### config.mk
export PLATFORM = sky130hd
export DESIGN_NAME = mm_cmd_seq
export DESIGN_NICKNAME = d
export VERILOG_FILES = /design/src/rtl/mm_cmd_seq.sv
export SDC_FILE = /design/constraint.sdc
export NUM_CORES = 1
export LEC_CHECK = 0
export ABC_AREA = 0
export CAP_MARGIN = 0
export CORE_ASPECT_RATIO = 1.2
export CORE_MARGIN = 2
export CORE_UTILIZATION = 45
export CTS_CLUSTER_DIAMETER = 40
export DETAILED_ROUTE_END_ITERATION = 8
export GPL_ROUTABILITY_DRIVEN = 0
export GPL_TIMING_DRIVEN = 0
export PLACE_DENSITY = 0.89
export SLEW_MARGIN = 0
export SYNTH_ARGS = -nofsm -noshare
export SYNTH_HDL_FRONTEND = slang
export SYNTH_SLANG_ARGS = --single-unit
### constraint.sdc
create_clock -name clk -period 4.2 [get_ports clk]
set_clock_uncertainty 0.2 [all_clocks]
set_input_delay 0.63 -clock clk [delete_from_list [all_inputs] [get_ports clk]]
set_output_delay 0.63 -clock clk [all_outputs]
set_load 0.02 [all_outputs]
### src/rtl/mm_cmd_seq.sv
// Command front-end and 4x4 tile sequencer for the DiP systolic matmul engine.
// Optional MM_PERF_CNT_EN adds resp_cycles (cycles spent in ISSUE+WAIT_DONE).
module mm_cmd_seq #(
  parameter int unsigned AW   = 10,
  parameter int unsigned TILE = 4
) (
  input  logic          clk,
  input  logic          rst,
  input  logic          cmd_valid,
  output logic          cmd_ready,
  input  logic [3:0]    cmd_m,
  input  logic [3:0]    cmd_n,
  input  logic [3:0]    cmd_k,
  input  logic [AW-1:0] cmd_base_in1,
  input  logic [AW-1:0] cmd_base_in2,
  input  logic [AW-1:0] cmd_base_out,
  output logic [3:0]    chk_m,
  output logic [3:0]    chk_n,
  output logic [3:0]    chk_k,
  output logic [AW-1:0] chk_base_in1,
  output logic [AW-1:0] chk_base_in2,
  output logic [AW-1:0] chk_base_out,
  output logic          err_cal,
  input  logic          err_found,
  output logic          tile_valid,
  input  logic          tile_ready,
  output logic [AW-1:0] tile_addr_a,
  output logic [AW-1:0] tile_addr_b,
  output logic [AW-1:0] tile_addr_c,
  output logic          tile_first,
  output logic          tile_last,
  input  logic          tile_done,
  output logic          resp_valid,
  input  logic          resp_ready,
  output logic          resp_err
`ifdef MM_PERF_CNT_EN
  ,
  output logic [15:0]   resp_cycles
`endif
);

  localparam int unsigned TileShift = $clog2(TILE);

  typedef enum logic [2:0] {StIdle, StCheck, StEval, StIssue, StWaitDone, StResp} state_e;

  state_e        state_q, state_d;
  logic [3:0]    m_q, m_d, n_q, n_d, k_q, k_d;
  logic [AW-1:0] b1_q, b1_d, b2_q, b2_d, bo_q, bo_d;
  logic [3:0]    mi_q, mi_d, ki_q, ki_d, ni_q, ni_d;
  logic          resp_err_q, resp_err_d;
  logic [3:0]    m_tiles, n_tiles, k_tiles;
  logic          last_n;

  assign m_tiles = m_q >> TileShift;
  assign n_tiles = n_q >> TileShift;
  assign k_tiles = k_q >> TileShift;
  assign last_n  = (ni_q == n_tiles - 4'd1);

  // Tile origins: TILE * (row_tile * row_stride + col_tile), all in AW bits.
  assign tile_addr_a = b1_q + AW'(TILE) * (AW'(mi_q) * AW'(n_q) + AW'(ni_q));
  assign tile_addr_b = b2_q + AW'(TILE) * (AW'(ni_q) * AW'(k_q) + AW'(ki_q));
  assign tile_addr_c = bo_q + AW'(TILE) * (AW'(mi_q) * AW'(k_q) + AW'(ki_q));

  assign cmd_ready    = (state_q == StIdle);
  assign err_cal      = (state_q == StCheck);
  assign tile_valid   = (state_q == StIssue);
  assign tile_first   = (state_q == StIssue) && (ni_q == 4'd0);
  assign tile_last    = (state_q == StIssue) && last_n;
  assign resp_valid   = (state_q == StResp);
  assign resp_err     = resp_err_q;
  assign chk_m        = m_q;
  assign chk_n        = n_q;
  assign chk_k        = k_q;
  assign chk_base_in1 = b1_q;
  assign chk_base_in2 = b2_q;
  assign chk_base_out = bo_q;

  always_comb begin
    state_d    = state_q;
    m_d        = m_q;
    n_d        = n_q;
    k_d        = k_q;
    b1_d       = b1_q;
    b2_d       = b2_q;
    bo_d       = bo_q;
    mi_d       = mi_q;
    ki_d       = ki_q;
    ni_d       = ni_q;
    resp_err_d = resp_err_q;
    unique case (state_q)
      StIdle: begin
        if (cmd_valid) begin
          m_d     = cmd_m;
          n_d     = cmd_n;
          k_d     = cmd_k;
          b1_d    = cmd_base_in1;
          b2_d    = cmd_base_in2;
          bo_d    = cmd_base_out;
          state_d = StCheck;
        end
      end
      StCheck: state_d = StEval;
      StEval: begin
        if (err_found) begin
          resp_err_d = 1'b1;
          state_d    = StResp;
        end else begin
          state_d = StIssue;
        end
      end
      StIssue: begin
        if (tile_ready) begin
          if (last_n) state_d = StWaitDone;
          else        ni_d    = ni_q + 4'd1;
        end
      end
      StWaitDone: begin
        if (tile_done) begin
          ni_d = 4'd0;
          if (ki_q + 4'd1 == k_tiles) begin
            ki_d = 4'd0;
            if (mi_q + 4'd1 == m_tiles) begin
              mi_d    = 4'd0;
              state_d = StResp;
            end else begin
              mi_d    = mi_q + 4'd1;
              state_d = StIssue;
            end
          end else begin
            ki_d    = ki_q + 4'd1;
            state_d = StIssue;
          end
        end
      end
      StResp: begin
        if (resp_ready) begin
          mi_d       = 4'd0;
          ki_d       = 4'd0;
          ni_d       = 4'd0;
          resp_err_d = 1'b0;
          state_d    = StIdle;
        end
      end
      default: state_d = StIdle;
    endcase
  end

  always_ff @(posedge clk) begin
    if (rst) begin
      state_q    <= StIdle;
      m_q        <= '0;
      n_q        <= '0;
      k_q        <= '0;
      b1_q       <= '0;
      b2_q       <= '0;
      bo_q       <= '0;
      mi_q       <= '0;
      ki_q       <= '0;
      ni_q       <= '0;
      resp_err_q <= 1'b0;
    end else begin
      state_q    <= state_d;
      m_q        <= m_d;
      n_q        <= n_d;
      k_q        <= k_d;
      b1_q       <= b1_d;
      b2_q       <= b2_d;
      bo_q       <= bo_d;
      mi_q       <= mi_d;
      ki_q       <= ki_d;
      ni_q       <= ni_d;
      resp_err_q <= resp_err_d;
    end
  end

`ifdef MM_PERF_CNT_EN
  logic [15:0] cyc_q, cyc_d;

  always_comb begin
    cyc_d = cyc_q;
    if (state_q == StIdle && cmd_valid) begin
      cyc_d = 16'd0;
    end else if ((state_q == StIssue || state_q == StWaitDone) && cyc_q != 16'hFFFF) begin
      cyc_d = cyc_q + 16'd1;
    end
  end

  always_ff @(posedge clk) begin
    if (rst) cyc_q <= 16'd0;
    else     cyc_q <= cyc_d;
  end

  assign resp_cycles = cyc_q;
`endif

endmodule

==> metrics.md, run 1 <==
| Metric | Value |
|---|---|
| Final hold violations | 0 |
| Skew-Pair Late Insertion Delay | 0.34 ns |
| Max_slew headroom | 59.50% |
| Vias in the first global route | 5218 |
| Failing checks | negative setup slack |
| CP Data Arrival Time | 4.15 ns |
| Synth unique cells | 48 |
| P per Cell Area | 307.5 nW/um2 |
| Worst setup path end | tile_addr_c[9] |
| Synthesized Nets | 781 |
| Slowest CP cell | fa_1 |
| Antenna violations before repair | 0 |
| Nets | 956 |
| Via count | 5115 |
| Die area | 12370 um2 |
| Post-synth EDFFs | 0 |
| Layout cells sized above 1 | 25.18% |
| Total Power | 2.418 mW |
| Critical path depth | 16 |
| Area grow syn2layout | 52.11% |
| Final setup viols | 16 |
| Leak | 3.666 nW |
| Routed wire length | 16090 um |
| Core region area | 11140 um2 |
| # rows | 42 |
| Fraction of registers with async set/reset | 0% |
| Dpl hpwl | 10440 um |
| Final Cycle Share | 118.6% |
| Psw | 0.9161 mW |
| Syn_area_per_cell | 8.155 um2 |
| Die X-Extent | 101.8 um |
| CP required | 3.37 ns |
| Outcome | finished, violations left |
| Sequential power share | 29.5% |
| R2r endpoint | state_q[1] |
| Vias/cell | 5.284 |
| Max-slew violations | 0 |
| Critical Path Start | mi_q[2] |
| TritonCTS clock tree | done |
| Ys flop type | dfxtp_1 |
| R2R depth | 7 |
| Worst vdd ir | 0.1978 mV |
| Net Sw Frac | 37.88% |
| Initial Utilization | 46.41% |
| Combinational power share | 42.5% |
| Die Y | 121.4 um |
| CTS H-tree lvls | 3 |
| Crit Reg-Reg Startpoint | mi_q[0] |
| Max-Cap Viols | 0 |
| Fillers | 803 |
| Grt ovf | 0 |
| First-pass GRT wire length | 24020 um |
| Final Core Density | 70.59% |
| IO buf count | 127 |
| DR iter-0 viols | 251 |
| Max Fclk | 200.7 MHz |
| Drt first pass iters | 4 |
| Yosys reg bits | 58 |
| Critical Path Start Type | register |
| Largest net degree at the start of global routing | 11 |
| Cell Area, Synth | 5170 um2 |
| CTS buffer count | 9 |
| Worst-Margin Slew | 0.6075 ns |
| Root Driver | clkbuf_16 |
| Critical path class | register to output port |
| Yosys warns | 0 |
| CP delay by family, top | adder cells |
| Post-cts hold buffer count | 0 |
| Worst Slack Setup Final | -0.7820 ns |
| IO Pins | 128 |
| Internal | 1.502 mW |
| Routed Antenna Nets | 0 |
| Unrepaired setup endpoints after global routing | true |
| # DRC | 0 |
| Hold Crit Class | register to register |
| Synth Instances | 634 |
| Crit path time final | 4.982 ns |
| Critical path's most frequent cell | fa_1 |
| Clk network pwr share | 28.0% |
| Worst Setup End Kind | output port |
| Reg-to-reg setup timing slack | 1.86 ns |
| Sequential element share of the synthesized area | 22.46% |
| Largest incremental delay on the critical path | 0.58 ns |
| Gr usage total | 24.67% |
| Total Neg Setup Slack | -7.823 ns |
| Clock Sinks | 58 |
| Ant. Diodes | 0 |
| CP Cell Sequence | nand2_4 > fa_1 > fa_1 > fa_1 > inv_2 > ha_4 > a21oi_4 > o21bai_1 > a21oi_2 > xnor2_1 > ha_2 > nor3_2 > nor2_2 > o41ai_4 > xnor2_2 > buf_4 |
| Max clock buf depth | 2 |
| Worst path bufs/invs | 2 |
| Clk pin slew, worst setup/hold paths | 0.05 ns |
| Max Fanout on Critical Path | 5 |
| Drt wl/cell | 16.62 um |
| Most frequent cells in the layout | nand2_1, clkdlybuf4s50_1, a21oi_1 |
## synth_stat cells (2+ instances only)
library cell,number,area share (%)
a21oi_1,74,7.2
inv_1,58,4.2
buf_2,7,0.68
nand2_1,116,8.4
and2_1,36,4.4
o21ai_0,10,0.97
nor2_1,23,1.7
o41ai_1,3,0.51
nor2b_1,4,0.48
a211oi_1,3,0.44
nand4_1,4,0.48
xnor2_1,33,5.6
buf_4,6,0.87
buf_6,4,0.87
xor2_1,15,2.5
a21o_1,9,1.3
nand3_1,4,0.39
fa_1,24,9.3
dfxtp_1,58,22
a31oi_1,3,0.36
ha_1,74,18
or3_1,3,0.36
nor3_1,10,0.97
nor2_2,2,0.24
nand2b_1,2,0.24
and3_1,2,0.24
o21bai_1,7,1.0
o211ai_1,3,0.44
clkbuf_1,16,1.2
nand4b_1,3,0.51
## through the flow
step	hold slack [ns]	instances	area (um2)	setup slack, ns
after floorplan	0.2319	634	5388	-0.2706
after global placement	0.2376	915	6852	-0.9867
after detailed placement	0.2446	915	6852	-1.050
after CTS	0.2519	960	7567	-0.7041
after global routing	0.2802	968	7864	-0.9366
final	0.2596	968	7864	-0.7820
## power by group through the flow
stage	logic (mW)	clock network (mW)	registers [mW]
6_report	1.03	0.678	0.713
4_1_cts	0.977	0.678	0.710
5_1_grt	1.10	0.704	0.721
3_5_place_dp	0.936	0	0.718
2_1_floorplan	0.486	0	0.772
3_3_place_gp	0.920	0	0.716
## layout make-up
type / instances / area (um2) / share of cell area, %
clock inverters: 6 / 33.78 / 0.4296
well taps: 154 / 192.7 / 2.450
plain buffers: 28 / 165.2 / 2.100
clock buffers: 10 / 229.0 / 2.912
multi-input cells: 485 / 4243 / 53.95
flip-flops and latches: 58 / 1204 / 15.31
repair buffers: 169 / 1579 / 20.08
inverters: 58 / 217.7 / 2.768
## worst min-delay path, delay by kind of cell, from the launching register on
family / cells / cell delay, ns
flip-flops: 1 / 0.31
AO/OA/AOI/OAI: 1 / 0.05
AND/OR/NAND/NOR: 1 / 0.05
## what timing repair did
item,in CTS,in global routing
gates resized for setup,150,52
setup endpoints to repair,18,17
buffers inserted,33,10
pin swaps,61,50
## per-layer routing
layer  vias to the layer above  part of all wire (%)  track usage, %
li1                       2455                     -               -
met5                         -                     0               0
met2                       184                    53           46.13
met1                      2415                    36           26.04
met4                         0                   4.9           10.33
met3                        61                   5.5           5.472
## cell families (layout without fill, tap and decap cells)
family | after synthesis | count (layout) | share of synthesized area [%]
compound gates | 122 | 122 | 14.25
xor+xnor | 48 | 48 | 8.132
fa+ha+maj | 98 | 98 | 27.20
buf+inv | 91 | 271 | 7.793
flops | 58 | 58 | 22.46
mux | 2 | 2 | 0.7259
simple gates | 215 | 215 | 19.43
## flip-flops by register name, summed over array words and instances, names as in the netlist
| signal | count |
|---|---|
| mi_q | 4 |
| chk_base_out | 10 |
| state_q | 3 |
| chk_n | 4 |
| resp_err | 1 |
| chk_k | 4 |
| chk_base_in2 | 10 |
| ki_q | 4 |
| ni_q | 4 |
| chk_m | 4 |
| chk_base_in1 | 10 |
## worst min path at each step
stage	startpoint	end	slack, ns	cells after the start
6_report	chk_m[0]	chk_m[0]	0.26	2
4_1_cts	ki_q[3]	ki_q[3]	0.25	2
3_5_place_dp	ki_q[3]	ki_q[3]	0.24	2
5_1_grt	chk_m[0]	chk_m[0]	0.28	2
3_3_place_gp	ki_q[3]	ki_q[3]	0.24	2
2_1_floorplan	ki_q[3]	ki_q[3]	0.23	2
(Power assumes the default switching activity.)
==> inputs of run 2 (changes only) <==
--- a/config.mk
+++ b/config.mk
@@ -8,7 +8,7 @@
 export ABC_AREA = 0
 export CAP_MARGIN = 0
 export CORE_ASPECT_RATIO = 1.2
-export CORE_MARGIN = 2
+export CORE_MARGIN = 3
 export CORE_UTILIZATION = 45
 export CTS_CLUSTER_DIAMETER = 40
 export DETAILED_ROUTE_END_ITERATION = 8
==> run 2 against run 1 <==
  * Sequential cell count did not move
  * Clock-buffer cell count rose by 2
  * Clock power rose by 21%
  * Routed wire length fell by 7.2%
  * Largest power group unchanged
  * Via count fell by 3.1%
  * Die area rose by 3.6%
  * First-iteration DRC count fell by 8.0%
  * Sequential power fell by 0.7%
  * The run still ends with negative setup slack left
  * Cell count fell by 0.62%
  * Highest routed layer unchanged
==> metrics.md, run 2 (synthesis gave the netlist of run 1 again) <==
| Metric | Value |
|---|---|
| Outcome | finished, violations left |
| Failing checks | negative setup slack |
| CTS H-tree lvls | 3 |
| Met1 WL | 5609 um |
| Grt ovf | 0 |
| Reg-to-reg setup timing slack | 1.61 ns |
| Clk pin slew, worst setup/hold paths | 0.06 ns |
| Gr usage total | 22.40% |
| Via count | 4954 |
| First-pass GRT wire length | 23470 um |
| Hold path depth | 2 |
| Worst Setup End Kind | output port |
| CTS buffer count | 9 |
| CP Data Arrival Time | 4.09 ns |
| Critical path class | register to output port |
| Max_slew headroom | 58.01% |
| Max clock buf depth | 2 |
| Worst vdd ir | 0.2198 mV |
| Max-Cap Viols | 0 |
| Die X-Extent | 103.8 um |
| DR iter-0 viols | 231 |
| Metal2 WL | 8025 um |
| Unrepaired setup endpoints after global routing | true |
| Die area | 12820 um2 |
| Most frequent cells in the layout | nand2_1, clkdlybuf4s50_1, ha_1 |
| CP Cell Sequence | nand2_1 > fa_1 > fa_1 > fa_1 > inv_2 > ha_4 > buf_6 > a21oi_4 > o21ai_2 > xor2_2 > ha_4 > o41ai_4 > xnor2_2 > buf_4 |
| Crit Reg-Reg Startpoint | mi_q[0] |
| Core region area | 11140 um2 |
| Crit path time final | 4.916 ns |
| Dpl hpwl | 10140 um |
| Critical path depth | 14 |
| Clock Sinks | 58 |
| Total Neg Setup Slack | -6.935 ns |
| Worst-Margin Slew | 0.6298 ns |
| WHS | 0.2554 ns |
| Critical path's most frequent cell | fa_1 |
| IO Pins | 128 |
| Layout cells sized above 1 | 22.15% |
| Final Cycle Share | 117.1% |
| Nets | 950 |
| Max Fanout on Critical Path | 4 |
| Final hold violations | 0 |
| CP required | 3.37 ns |
| IO buf count | 127 |
| Hold Crit Endpoint | chk_m[1] |
| Routed wire length | 14940 um |
| Hold Crit Class | register to register |
| Leak | 3.609 nW |
| CP delay by family, top | adder cells |
| Skew-Pair Late Insertion Delay | 0.33 ns |
| Largest net degree at the start of global routing | 13 |
| Final setup viols | 15 |
| Worst Min Path Start | chk_m[1] |
| # rows | 42 |
| Worst Slack Setup Final | -0.7164 ns |
| Placed cell count | 915 |
| Layout Cells excl Fill | 962 |
| Die Y | 123.4 um |
| Slowest CP cell | fa_1 |
| Post-cts hold buffer count | 0 |
| Root Driver | clkbuf_16 |
| Total Power | 2.534 mW |
| Routed Antenna Nets | 0 |
| Max Fclk | 203.4 MHz |
| DR WL met3 | 738 um |
| P per Cell Area | 327.7 nW/um2 |
| Largest incremental delay on the critical path | 0.56 ns |
| R2R depth | 8 |
| Top sig layer | met4 |
| Drt wl/cell | 15.53 um |
| Max-slew violations | 0 |
| Vias/cell | 5.150 |
| Critical Path Start Type | register |
| # DRC | 0 |
| Antenna violations before repair | 0 |
| Worst path bufs/invs | 3 |
| Most common cell after layout, fill and taps aside | nand2_1 |
| Ant. Diodes | 0 |
| Vias in the first global route | 5132 |
| TritonCTS clock tree | done |
| Area grow syn2layout | 49.56% |
| R2r endpoint | state_q[1] |
| Drt first pass iters | 4 |
| Initial Utilization | 46.41% |
[run 2: how the worst max path moves through the flow]
stage | from | to | slack, ns
CTS | chk_k[1] | tile_addr_b[9] | -0.71
global route | mi_q[0] | tile_addr_a[9] | -0.85
finish | chk_k[3] | tile_addr_b[9] | -0.72
floorplan | mi_q[0] | tile_addr_a[9] | -0.27
detailed placement | mi_q[1] | tile_addr_c[9] | -1.05
global placement | mi_q[1] | tile_addr_c[9] | -0.98
[run 2: routing by layer]
layer,GRT usage [%],vias up
met2,43.29,143
met1,23.39,2337
met5,0,-
met3,4.543,35
li1,-,2439
met4,10.31,0
[run 2: stage by stage]
stage	cell area [um2]	setup slack, ns	utilization [%]
finish	7732	-0.7164	69.41
global route	7732	-0.8480	69.41
global placement	6852	-0.9841	61.50
detailed placement	6852	-1.046	61.50
floorplan	5388	-0.2706	-
CTS	7485	-0.7096	67.18
[run 2: what timing repair did]
item	in CTS	in global routing
setup buffers	27	10
endpoints found under the setup margin	18	18
endpoints found under the hold margin	0	0
pin swaps	46	27
gates resized for setup	135	36
[run 2: where the power goes]
group	internal, mW	leakage, nW	switching [mW]
registers	0.624	0.482	0.0846
logic	0.470	2.97	0.533
clock network	0.552	0.155	0.271
[run 2: layout make-up]
| cell class | instances | area, um2 |
|---|---|---|
| flip-flops and latches | 58 | 1204 |
| clock inverters | 4 | 75.07 |
| inverters | 58 | 217.7 |
| multi-input cells | 485 | 4108 |
| clock buffers | 12 | 256.5 |
| plain buffers | 27 | 160.2 |
| repair buffers | 164 | 1519 |
| fillers | 820 | 3408 |
| well taps | 154 | 192.7 |
[run 2: tightest hold or removal path, cell delays in order, from the launching register on]
cell	delay [ns]
dfxtp_1	0.31
nand2_1	0.05
a21oi_1	0.05
